===== src/rtl/fadd_pkg.sv =====
// Shared definitions for the fadd arbiter: operand width, default sizing and
// the tag index type carried through the in-flight tag FIFO.
package fadd_pkg;

  localparam int unsigned FADD_DATA_W    = 32;
  localparam int unsigned FADD_N_REQ     = 4;
  localparam int unsigned FADD_TAG_DEPTH = 8;
  // Tag wide enough for up to 256 requesters; unused upper bits stay zero.
  localparam int unsigned FADD_TAG_W     = 8;

  typedef logic [FADD_DATA_W-1:0] fadd_word_t;
  typedef logic [FADD_TAG_W-1:0]  fadd_tag_t;

  // Round-robin successor of idx among n requesters.
  function automatic fadd_tag_t fadd_rr_next(input fadd_tag_t idx, input int unsigned n);
    if (32'(idx) + 32'd1 >= n) begin
      return '0;
    end
    return idx + 1'b1;
  endfunction

endpackage


===== src/rtl/fadd_tag_fifo.sv =====
// Synchronous FIFO of requester tags for operations in flight in the fadd.
// Pushes while full and pops while empty are ignored.
module fadd_tag_fifo #(
  parameter int unsigned DEPTH = 8,
  parameter int unsigned WIDTH = 8
) (
  input  logic                     clk,
  input  logic                     rst_n,
  input  logic                     push,
  input  logic                     pop,
  input  logic [WIDTH-1:0]         din,
  output logic [WIDTH-1:0]         dout,
  output logic                     full,
  output logic                     empty,
  output logic [$clog2(DEPTH):0]   count
);

  localparam int unsigned PTR_W = $clog2(DEPTH);
  localparam int unsigned CNT_W = PTR_W + 1;

  logic [WIDTH-1:0] mem [DEPTH];
  logic [PTR_W-1:0] wr_ptr;
  logic [PTR_W-1:0] rd_ptr;
  logic             do_push;
  logic             do_pop;

  assign full    = (count == CNT_W'(DEPTH));
  assign empty   = (count == '0);
  assign do_push = push && !full;
  assign do_pop  = pop && !empty;
  assign dout    = mem[rd_ptr];

  always_ff @(posedge clk) begin
    if (do_push) begin
      mem[wr_ptr] <= din;
    end
  end

  // DEPTH is a power of two, so pointers wrap by natural overflow.
  always_ff @(posedge clk or negedge rst_n) begin
    if (!rst_n) begin
      wr_ptr <= '0;
      rd_ptr <= '0;
      count  <= '0;
    end else begin
      if (do_push) begin
        wr_ptr <= wr_ptr + 1'b1;
      end
      if (do_pop) begin
        rd_ptr <= rd_ptr + 1'b1;
      end
      count <= count + CNT_W'(do_push) - CNT_W'(do_pop);
    end
  end

endmodule


===== src/rtl/fadd_arbiter.sv =====
// Round-robin arbiter sharing one in-order fadd unit among N_REQ requesters;
// a tag FIFO remembers the issuing requester so each result is routed back.
module fadd_arbiter
  import fadd_pkg::*;
#(
  parameter int unsigned N_REQ     = FADD_N_REQ,
  parameter int unsigned TAG_DEPTH = FADD_TAG_DEPTH
) (
  input  logic                         S_AXI_ACLK,
  input  logic                         S_AXI_ARESETN,
  input  logic [N_REQ-1:0]             req_valid,
  output logic [N_REQ-1:0]             req_ready,
  input  logic [N_REQ*FADD_DATA_W-1:0] req_op1,
  input  logic [N_REQ*FADD_DATA_W-1:0] req_op2,
  output logic [N_REQ-1:0]             resp_valid,
  output logic [FADD_DATA_W-1:0]       resp_data,
  output logic                         fadd_en,
  output logic [FADD_DATA_W-1:0]       fadd_op1,
  output logic [FADD_DATA_W-1:0]       fadd_op2,
  input  logic                         fadd_res_val,
  input  logic [FADD_DATA_W-1:0]       fadd_res,
  output logic                         busy,
  output logic                         err_orphan
);

  localparam int unsigned CNT_W = $clog2(TAG_DEPTH) + 1;

  fadd_tag_t        rr_ptr;
  fadd_tag_t        grant_idx;
  fadd_tag_t        head_tag;
  logic             grant_found;
  logic [N_REQ-1:0] valid_rot;
  logic [N_REQ-1:0] grant_oh;
  logic [N_REQ-1:0] resp_next;
  logic             accept;
  logic             pop;
  logic             fifo_full;
  logic             fifo_empty;
  logic [CNT_W-1:0] tag_count;
  fadd_word_t       sel_op1;
  fadd_word_t       sel_op2;

  // Rotate so bit 0 is the requester at rr_ptr; first set bit wins.
  assign valid_rot = N_REQ'({req_valid, req_valid} >> rr_ptr);

  always_comb begin
    grant_found = 1'b0;
    grant_idx   = rr_ptr;
    for (int unsigned i = 0; i < N_REQ; i++) begin
      if (!grant_found && valid_rot[i]) begin
        grant_found = 1'b1;
        if (32'(rr_ptr) + i >= N_REQ) begin
          grant_idx = fadd_tag_t'(32'(rr_ptr) + i - N_REQ);
        end else begin
          grant_idx = fadd_tag_t'(32'(rr_ptr) + i);
        end
      end
    end
  end

  always_comb begin
    grant_oh  = '0;
    resp_next = '0;
    sel_op1   = '0;
    sel_op2   = '0;
    for (int unsigned i = 0; i < N_REQ; i++) begin
      grant_oh[i]  = grant_found && (grant_idx == fadd_tag_t'(i));
      resp_next[i] = pop && (head_tag == fadd_tag_t'(i));
      if (grant_idx == fadd_tag_t'(i)) begin
        sel_op1 = req_op1[i*FADD_DATA_W +: FADD_DATA_W];
        sel_op2 = req_op2[i*FADD_DATA_W +: FADD_DATA_W];
      end
    end
  end

  // Full blocks issue even when a pop lands in the same cycle.
  assign accept    = S_AXI_ARESETN && grant_found && !fifo_full;
  assign req_ready = accept ? grant_oh : '0;
  assign pop       = fadd_res_val && !fifo_empty;
  assign busy      = (tag_count != '0);

  fadd_tag_fifo #(
    .DEPTH (TAG_DEPTH),
    .WIDTH (FADD_TAG_W)
  ) u_tag_fifo (
    .clk   (S_AXI_ACLK),
    .rst_n (S_AXI_ARESETN),
    .push  (accept),
    .pop   (pop),
    .din   (grant_idx),
    .dout  (head_tag),
    .full  (fifo_full),
    .empty (fifo_empty),
    .count (tag_count)
  );

  always_ff @(posedge S_AXI_ACLK or negedge S_AXI_ARESETN) begin
    if (!S_AXI_ARESETN) begin
      rr_ptr     <= '0;
      fadd_en    <= 1'b0;
      fadd_op1   <= '0;
      fadd_op2   <= '0;
      resp_valid <= '0;
      resp_data  <= '0;
      err_orphan <= 1'b0;
    end else begin
      fadd_en    <= accept;
      resp_valid <= resp_next;
      if (accept) begin
        rr_ptr   <= fadd_rr_next(grant_idx, N_REQ);
        fadd_op1 <= sel_op1;
        fadd_op2 <= sel_op2;
      end
      if (pop) begin
        resp_data <= fadd_res;
      end
      if (fadd_res_val && fifo_empty) begin
        err_orphan <= 1'b1;
      end
    end
  end

endmodule


===== config.mk =====
export PLATFORM = sky130hd
export DESIGN_NAME = fadd_arbiter
export DESIGN_NICKNAME = d
export VERILOG_FILES = /design/src/rtl/fadd_pkg.sv /design/src/rtl/fadd_tag_fifo.sv /design/src/rtl/fadd_arbiter.sv
export SDC_FILE = /design/constraint.sdc
export NUM_CORES = 1
export LEC_CHECK = 0
export CAP_MARGIN = 20
export CELL_PAD_IN_SITES_DETAIL_PLACEMENT = 0
export CELL_PAD_IN_SITES_GLOBAL_PLACEMENT = 1
export CORE_ASPECT_RATIO = 0.75
export CORE_MARGIN = 2
export CORE_UTILIZATION = 45
export DETAILED_ROUTE_END_ITERATION = 12
export DONT_BUFFER_PORTS = 1
export PLACE_DENSITY = 0.83
export SYNTH_ARGS = -nofsm -noshare
export SYNTH_HDL_FRONTEND = slang
export SYNTH_SLANG_ARGS = --single-unit

===== constraint.sdc =====
create_clock -name S_AXI_ACLK -period 8.2 [get_ports S_AXI_ACLK]
set_input_delay 1.23 -clock S_AXI_ACLK [delete_from_list [all_inputs] [get_ports S_AXI_ACLK]]
set_output_delay 1.23 -clock S_AXI_ACLK [all_outputs]
set_load 0.01 [all_outputs]

* Yosys cells after proc, flatten, opt, wreduce, memory -nomap -nowiden
Memories as Yosys holds them, arrays and structs flattened.
Cells that the tools add are included.
** Word-level totals
- Register bits :: 120
- RAM bits :: 64
- Input bits :: 295
- Output and inout port bits :: 107
- Memories kept :: 1
** Cells by class
- $add $sub $neg :: 13
- Magnitude comparators :: 5
- Eq/ne operators :: 7
- Shift operators :: 1
- Mux-type cells :: 27
- Reduce and logical (&&, ||, !) cells :: 26
** Memory list
- u_tag_fifo.mem :: depth 8, width 8, rd ports 1, clocked after memory_dff 0, wr ports 1, line fadd_tag_fifo.sv:21 : logic [WIDTH-1:0] mem [DEPTH];
** Operators by type and width (number)
- $mux 32 :: 8
- $mux 8 :: 10
- $ge 9x3->1 const B :: 4
- $eq 8x2->1 const B :: 4
- $sub 8x3->8 const B :: 4
- $add 8x1->9 const B :: 2
- $add 8x2->9 const B :: 2
- $logic_and 1x1->1 :: 17
- $eq 8x1->1 const B :: 2
- $logic_not 8->1 :: 2
- $add 8x1->8 const B :: 1
- $ge 8x3->1 const B :: 1
- $mux 1 :: 8
- $shr 8x8->4 :: 1
- $add 3x1->3 const B :: 2
- $logic_not 1->1 :: 5
- $add 4x1->4 :: 1
- $eq 4x4->1 const B :: 1
- $logic_not 4->1 :: 1
- $mux 4 :: 1
- $reduce_bool 4->1 :: 1
- $sub 4x1->4 :: 1

* Depth between registers and ports, before layout
Gate-level depths: netlist (run 1).
- Word-level depth :: 16
- Depth in mapped cells :: 19
- Mapped depth without buffers :: 15

* Cells and area by module
A second synthesis (run 1) with hierarchy kept.
** Unflattened totals
- Cells, all modules :: 933
- Area, all modules :: 10361.2 sq um
** Modules (own cells, without submodules)
- fadd_arbiter :: times used 1, cells each 783, area each 7293.2 sq um, sequential area each 2752.6 sq um
- fadd_tag_fifo :: times used 1, cells each 150, area each 3067.9 sq um, sequential area each 2172.1 sq um

* Worst setup path before layout (run 1)
Ideal clock, no wire load.
- Path kind :: input -> output
- Start :: input port req_valid[0]
- End :: output port req_ready[1]
- Data arrival time :: 4.004 ns
- Required time :: 6.970 ns
- Setup slack :: 2.966 ns
- Stages :: 13
- Path buffers :: 3
- Path through :: nor2b_1 > mux4_2 > nor3_2 > and2_1 > buf_4 > a2111oi_0 > or3_1 > inv_1 > ha_1 > clkbuf_1 > clkbuf_1 > inv_1 > nor2_1
** On the way
- Longest elaborated chain between the ends :: 14
** Ends and longest elaborated chain
- from (decl) :: line fadd_arbiter.sv:11 : input logic [N_REQ-1:0] req_valid,
- $shr 8x8->4 * :: line fadd_arbiter.sv:44 : assign valid_rot = N_REQ'({req_valid, req_valid} >> rr_ptr);
- $mux 1 :: line fadd_arbiter.sv:50 : if (!grant_found && valid_rot[i]) begin
- $logic_not 1->1 :: line fadd_arbiter.sv:50
- $logic_and 1x1->1 :: line fadd_arbiter.sv:50
- $mux 1 :: line fadd_arbiter.sv:50
- $logic_not 1->1 :: line fadd_arbiter.sv:50
- $logic_and 1x1->1 :: line fadd_arbiter.sv:50
- $mux 1 :: line fadd_arbiter.sv:50
- $logic_not 1->1 :: line fadd_arbiter.sv:50
- $logic_and 1x1->1 :: line fadd_arbiter.sv:50
- $mux 8 * :: line fadd_arbiter.sv:50
- via grant_idx[1] :: line fadd_arbiter.sv:29 : fadd_tag_t grant_idx;
- $eq 8x1->1 * :: line fadd_arbiter.sv:67 : grant_oh[i] = grant_found && (grant_idx == fadd_tag_t'(i));
- $logic_and 1x1->1 * :: line fadd_arbiter.sv:67
- $mux 4 * :: line fadd_arbiter.sv:78 : assign req_ready = accept ? grant_oh : '0;
- to (decl) :: line fadd_arbiter.sv:12 : output logic [N_REQ-1:0] req_ready,
The timed path passes the listed nets; every way through them passes the cells marked *.

* Worst setup path after layout (run 1)
- Start :: register rr_ptr[0]
- End :: output port req_ready[2]
** On the way
- Longest elaborated chain between the ends :: 14
** Ends and longest elaborated chain
- from (decl) :: line fadd_arbiter.sv:28 : fadd_tag_t rr_ptr;
- from (signal assigned) :: line fadd_arbiter.sv:110 : rr_ptr <= fadd_rr_next(grant_idx, N_REQ);
- branches (longest 10 deep; another with $add 8x1->9)
- $mux 8 * :: line fadd_arbiter.sv:50
- via grant_idx[3] :: line fadd_arbiter.sv:29
- $eq 8x2->1 * :: line fadd_arbiter.sv:67
- $logic_and 1x1->1 * :: line fadd_arbiter.sv:67
- $mux 4 * :: line fadd_arbiter.sv:78
Mark *: on every way through the listed nets, which the timed path passes.

==> results.py, run 1 <==
metrics = {
    "run_status": {
        "status": "finished clean",
    },
    "clock_tree": {
        "h-tree-depth": 4,
        "ctsResizeCount": 0,
        "clk_pin_slew_ns": 0.08,
        "clockBufferDepth": 2,
        "post_cts_buffers": 0,
        "cts_root_buf": "clkbuf_16",
        "clock_latency_ns": 0.43,
        "cts_tree": "yes",
        "clock-sinks": 184,
        "hold_buffers": 0,
        "numCtsBuffers": 17,
    },
    "die": {
        "coreArea_um2": 21350,
        "dieArea_um2": 23190,
        "die_y_um": 132.4,
        "io_pins": 402,
        "rows": 46,
        "die-width_um": 175.2,
        "start_util_pct": 46.30,
    },
    "synthesis": {
        "synthFlopType": "dfrtp_1",
        "synth_edf_count": 64,
        "synth_warnings": 0,
        "synth.cell_area_um2": 9887,
        "async_reset_ff_share_pct": 65.22,
        "synth_seq_cells": 184,
        "synth_area_leaders": "dfrtp_1 (30%), edfxtp_1 (19%), a221o_1 (6.5%)",
        "ys_types": 65,
        "syn_inst": 956,
        "syn_avg_cell_area_um2": 10.34,
        "syn-num-nets": 1279,
        "synth_top_cell_area_share_pct": 30.37,
        "yosysTopAreaCell": "dfrtp_1",
        "ys_seq_area_share_pct": 49.81,
    },
    "place": {
        "gp_congestion": 0.9779,
        "dp_hpwl_um": 23520,
        "pre_cts_ws_ns": 2.343,
        "port_buffers": 0,
        "placed_cell_area_um2": 9993,
    },
    "drt": {
        "viasPerCell": 6.224,
        "dr_wl_met2_um": 15430,
        "vias": 7574,
        "met1_length_um": 13130,
        "avgRoutedWirePerCell_um": 26.18,
        "antenna_left": 0,
        "dr.pass1.iters": 5,
        "totalWireLength_um": 31860,
        "drt_iter0_markers": 681,
        "wl_met3_um": 2518,
        "drc": 0,
        "top_layer": "met5",
    },
    "grt": {
        "first_global_vias": 7046,
        "grt_overflow": 0,
        "antenna_found_initial": 14,
        "grt_start_max_net_pins": 122,
        "grt_use_total_pct": 26.65,
        "grt_pass1_wl_um": 45420,
    },
    "final_layout": {
        "layout_common_cells": "o21ai_0 (124), dfrtp_1 (120), nand2_1 (86), nor2_1 (86), a21oi_1 (74)",
        "postLayoutCoreUtil_pct": 49.95,
        "layout-drive-gt1-share_pct": 13.45,
        "fin_nets": 1232,
        "layout_commonest_cell": "o21ai_0",
        "final_cell_area_um2": 10670,
        "area_growth_pct": 7.884,
    },
    "timing": {
        "setup_viol": 0,
        "hold_viol": 0,
        "slew_headroom_pct": 31.50,
        "fin_crit_ns": 6.385,
        "finalSetupTns_ns": 0,
        "fmax_mhz": 156.6,
        "rsz0062_at_grt": "no",
        "worstMarginPinSlew_ns": 1.025,
        "fin_worst_skew_ns": 0.01769,
        "maxSlewViolCount": 0,
        "worst_slack_ns": 1.815,
        "fin_crit_sh_pct": 77.86,
    },
    "worst_setup_path": {
        "reg2reg_slack_ns": 2.66,
        "critPathLaunchType": "flop",
        "crit_fanout": 68,
        "criticalPathCategory": "flop to output pin",
        "arrival_ns": 5.15,
        "cp-end-kind": "output pin",
        "cp_data_required_time_ns": 6.97,
    },
    "pwr": {
        "powerDensity_nw_per_um2": 502.5,
        "p_leak_nw": 4.199,
        "combPwrFrac_pct": 54.6,
        "p_int_mw": 2.833,
        "power_frac_seq_pct": 29.4,
        "p_sw_share_pct": 47.14,
        "power_frac_clock_pct": 16.0,
        "ir_worst_vdd_mv": 0.2838,
        "p_switching_mw": 2.527,
        "total_power_mw": 5.360,
    },
    "worst_hold_path": {
        "hp-class": "input pin to async pin",
    },
    "flow_run": {
        "maxCapViolations": 0,
    },
}
[cell families (layout without fill, tap and decap cells)]
| family | Yosys count | in the layout | share of synthesized area, % |
|---|---|---|---|
| adders and majority gates | 28 | 28 | 3.619 |
| muxes | 49 | 49 | 6.290 |
| DFF | 184 | 184 | 49.81 |
| AOI/OAI and AO/OA | 327 | 327 | 22.42 |
| and+or+nand+nor | 246 | 246 | 11.72 |
| buffers and inverters | 104 | 70 | 4.543 |
| other | 0 | 7 | 0 |
| xor gates and xnor gates | 18 | 18 | 1.595 |
[through the flow]
stage / instances / hold slack, ns
floorplan: 956 / 0.5117
global placement: 1173 / 0.5413
detailed placement: 1173 / 0.5456
CTS: 1205 / 0.4707
global route: 1216 / 0.4501
finish: 1217 / 0.4878
[power by group through the flow]
stage                     Sequential (mW)  Combinational, mW  Clock, mW
after detailed placement             1.60               2.91          0
after global placement               1.59               2.85          0
after global routing                 1.61               3.27      0.910
final                                1.58               2.93      0.858
after floorplan                      1.47               2.29          0
after CTS                            1.58               2.92      0.873
[state kept, by name, summed over array words and instances, names as in the netlist]
signal	count
fadd_en	1
resp_valid	4
err_orphan	1
u_tag_fifo.rd_ptr	3
rr_ptr	8
resp_data	32
fadd_op2	32
u_tag_fifo.wr_ptr	3
fadd_op1	32
u_tag_fifo.mem	64
u_tag_fifo.count	4
[synth_stat cells, drive strengths merged, types with 8 or more instances]
cell type	n
clkbuf	64
a221o	64
ha	27
inv	23
edfxtp	64
mux2	35
nand2	86
o21ai	140
a21oi	74
buf	17
nand4	8
xnor2	14
dfrtp	120
nor2	88
nor4	9
[metal layers]
layer  vias up  track usage (%)
met3        39            7.785
met5         -                0
li1       3472                -
met1      3670            34.93
met2       389            42.10
met4         4            9.630
[area by class of cell]
cell class | instances | area, µm²
Fill cell | 1960 | 10690
Sequential cell | 184 | 4925
Multi-Input combinational cell | 668 | 4547
Clock buffer | 17 | 425.4
Tap cell | 288 | 360.3
Clock inverter | 15 | 200.2
Timing Repair Buffer | 15 | 105.1
Inverter | 23 | 86.33
Antenna cell | 7 | 17.52
[worst paths after layout]
kind                          startpoint           end  depth (start not counted)
setup / recovery               rr_ptr[0]  req_ready[2]                         10
hold / removal             S_AXI_ARESETN    err_orphan                          0
setup reg to reg               rr_ptr[0]  fadd_op1[12]                         15
hold reg to reg             fadd_op1[11]  fadd_op1[11]                          2
max in group asynchronous  S_AXI_ARESETN  fadd_op2[28]                          0
min in group S_AXI_ACLK     fadd_op1[11]  fadd_op1[11]                          2
[critical path: stages (launching register included)]
cell and delay [ns]:
dfrtp_1 0.87, inv_1 0.30, ha_1 0.33, nand2b_1 0.18, a2111oi_0 0.43, o31ai_1 0.26
o31ai_1 0.34, a32oi_2 0.22, a2111oi_4 0.48, nand3b_4 0.74, nor2_1 0.48
Power figures use the tool's default switching activity.
==> run 2: changes to the inputs <==
--- a/config.mk
+++ b/config.mk
@@ -10,7 +10,7 @@
 export CELL_PAD_IN_SITES_GLOBAL_PLACEMENT = 1
 export CORE_ASPECT_RATIO = 0.75
 export CORE_MARGIN = 2
-export CORE_UTILIZATION = 45
+export CORE_UTILIZATION = 43
 export DETAILED_ROUTE_END_ITERATION = 12
 export DONT_BUFFER_PORTS = 1
 export PLACE_DENSITY = 0.83
==> constraint.sdc (replaced) <==
create_clock -name S_AXI_ACLK -period 5.49 [get_ports S_AXI_ACLK]
set_input_delay 0.8235 -clock S_AXI_ACLK [delete_from_list [all_inputs] [get_ports S_AXI_ACLK]]
set_output_delay 0.8235 -clock S_AXI_ACLK [all_outputs]
set_load 0.01 [all_outputs]
==> results.py, run 2 (synthesis results as in run 1) <==
metrics = {
    "die": {
        "die-width_um": 179.1,
        "die_y_um": 135.3,
        "io_pins": 402,
        "coreArea_um2": 22760,
        "dieArea_um2": 24230,
        "start_util_pct": 43.44,
        "rows": 48,
    },
    "pwr": {
        "powerDensity_nw_per_um2": 741.4,
        "total_power_mw": 7.936,
        "p_leak_nw": 4.227,
        "ir_worst_vdd_mv": 0.3573,
    },
    "final_layout": {
        "layout_commonest_cell": "o21ai_0",
        "instances_no_fill": 1237,
        "fin_nets": 1244,
        "layout_common_cells": "o21ai_0 (124), dfrtp_1 (120), nand2_1 (86), nor2_1 (86), a21oi_1 (74)",
        "postLayoutCoreUtil_pct": 47.03,
        "final_cell_area_um2": 10710,
        "area_growth_pct": 8.277,
        "layout-drive-gt1-share_pct": 14.45,
        "regMostFlops": "u_tag_fifo.mem",
        "largest_reg_flops": 64,
        "n_fill_cell": 2110,
    },
    "drt": {
        "dr.pass1.iters": 5,
        "avgRoutedWirePerCell_um": 24.55,
        "totalWireLength_um": 30370,
        "antenna_left": 0,
        "drt_iter0_markers": 626,
        "viasPerCell": 6.202,
        "vias": 7672,
        "drc": 0,
    },
    "place": {
        "gp_congestion": 0.9294,
        "pre_cts_ws_ns": 0.6050,
        "port_buffers": 0,
        "dp_hpwl_um": 22610,
        "dp.cells": 1201,
        "placed_cell_area_um2": 10130,
    },
    "grt": {
        "grt_use_total_pct": 24.14,
        "grt_pass1_wl_um": 43520,
        "antenna_found_initial": 4,
        "grt_overflow": 0,
        "first_global_vias": 7005,
        "grt_start_max_net_pins": 122,
    },
    "worst_setup_path": {
        "cp_data_required_time_ns": 4.67,
        "path_common_cell": "and2_1",
        "criticalPathCategory": "flop to output pin",
        "critPathSlowestCell": "dfrtp_1",
        "critPathBufInv": 1,
        "worstPathCellList": "nor2b_1 > and2_1 > o311a_1 > and2_1 > a2111oi_0 > or3_1 > ha_2 > inv_2 > nor2_1",
        "max_stage_delay_ns": 0.73,
        "crit_family": "simple AND/OR/NAND/NOR gates",
        "arrival_ns": 4.18,
        "cp-end-kind": "output pin",
        "critPathLaunchType": "flop",
        "crit_fanout": 33,
    },
    "clock_tree": {
        "clock_latency_ns": 0.43,
        "clk_pin_slew_ns": 0.08,
        "cts_root_buf": "clkbuf_16",
        "numCtsBuffers": 17,
        "clockBufferDepth": 2,
        "clock-sinks": 184,
        "hold_buffers": 0,
        "cts_tree": "yes",
        "ctsResizeCount": 0,
        "post_cts_buffers": 0,
        "h-tree-depth": 4,
    },
    "timing": {
        "maxSlewViolCount": 0,
        "fin_worst_skew_ns": 0.01535,
        "fin_crit_ns": 5.001,
        "hold-worst-slack_ns": 0.07832,
        "fin_crit_sh_pct": 91.09,
        "finalSetupTns_ns": 0,
        "rsz0062_at_grt": "no",
        "fmax_mhz": 200.0,
        "hold_viol": 0,
        "worstMarginPinSlew_ns": 0.8240,
        "setup_viol": 0,
        "worst_slack_ns": 0.4892,
        "slew_headroom_pct": 44.86,
    },
    "flow_run": {
        "maxCapViolations": 0,
    },
    "run_status": {
        "status": "finished clean",
    },
    "worst_hold_path": {
        "hp-class": "input pin to async pin",
    },
}
## run 2: changes by cell type in the layout (fill, tap and decap cells not counted), sizes merged
cell and delta:
clkinv -3, inv +1, diode -4, bufinv -1
clkbuf +1, buf +13, clkinvlp +1
## run 2: final cells by class
class	instances	area, µm²	share of cell area (%)
Inverter	23	86.33	0.8064
Clock inverter	13	125.1	1.169
Tap cell	300	375.4	3.506
Multi-Input combinational cell	668	4538	42.39
Clock buffer	19	432.9	4.044
Timing Repair Buffer	27	215.2	2.010
Sequential cell	184	4925	46.00
Antenna cell	3	7.507	0.07013
## run 2: layer usage
metal	up-vias	routed length [µm]	GRT usage, %
met3	47	3002	6.397
met5	-	0	0
met1	3688	12800	34.20
met4	0	748	7.079
met2	448	13820	36.39
li1	3489	-	-
## run 2: worst paths after layout
check | startpoint | to | slack, ns | cells past startpoint
max | rr_ptr[2] | req_ready[2] | 0.49 | 9
min | S_AXI_ARESETN | u_tag_fifo.count[3] | 0.08 | 0
max reg2reg | rr_ptr[2] | fadd_op1[31] | 0.66 | 16
min reg2reg | fadd_op2[10] | fadd_op2[10] | 0.56 | 2
max in group asynchronous | S_AXI_ARESETN | fadd_op1[17] | 5.25 | 0
min in group S_AXI_ACLK | fadd_res_val | err_orphan | 0.53 | 1
## run 2: report_power, final
group | internal (mW) | switching, mW
registers | 1.89 | 0.435
logic | 1.75 | 2.67
clock network | 0.604 | 0.585
## run 2: worst reg2reg max path, stage by stage, from the launching register on
cell and delay, ns:
dfrtp_1 0.73, nor2b_1 0.15, mux4_2 0.57, nor3_2 0.25, and2_1 0.36, a2111oi_0 0.15
or3_1 0.54, inv_1 0.15, ha_1 0.15, inv_1 0.10, nor2_4 0.64, buf_12 0.28
a221o_1 0.16, o21ai_0 0.08, nor2_1 0.20, a21oi_1 0.06, o21ai_0 0.17
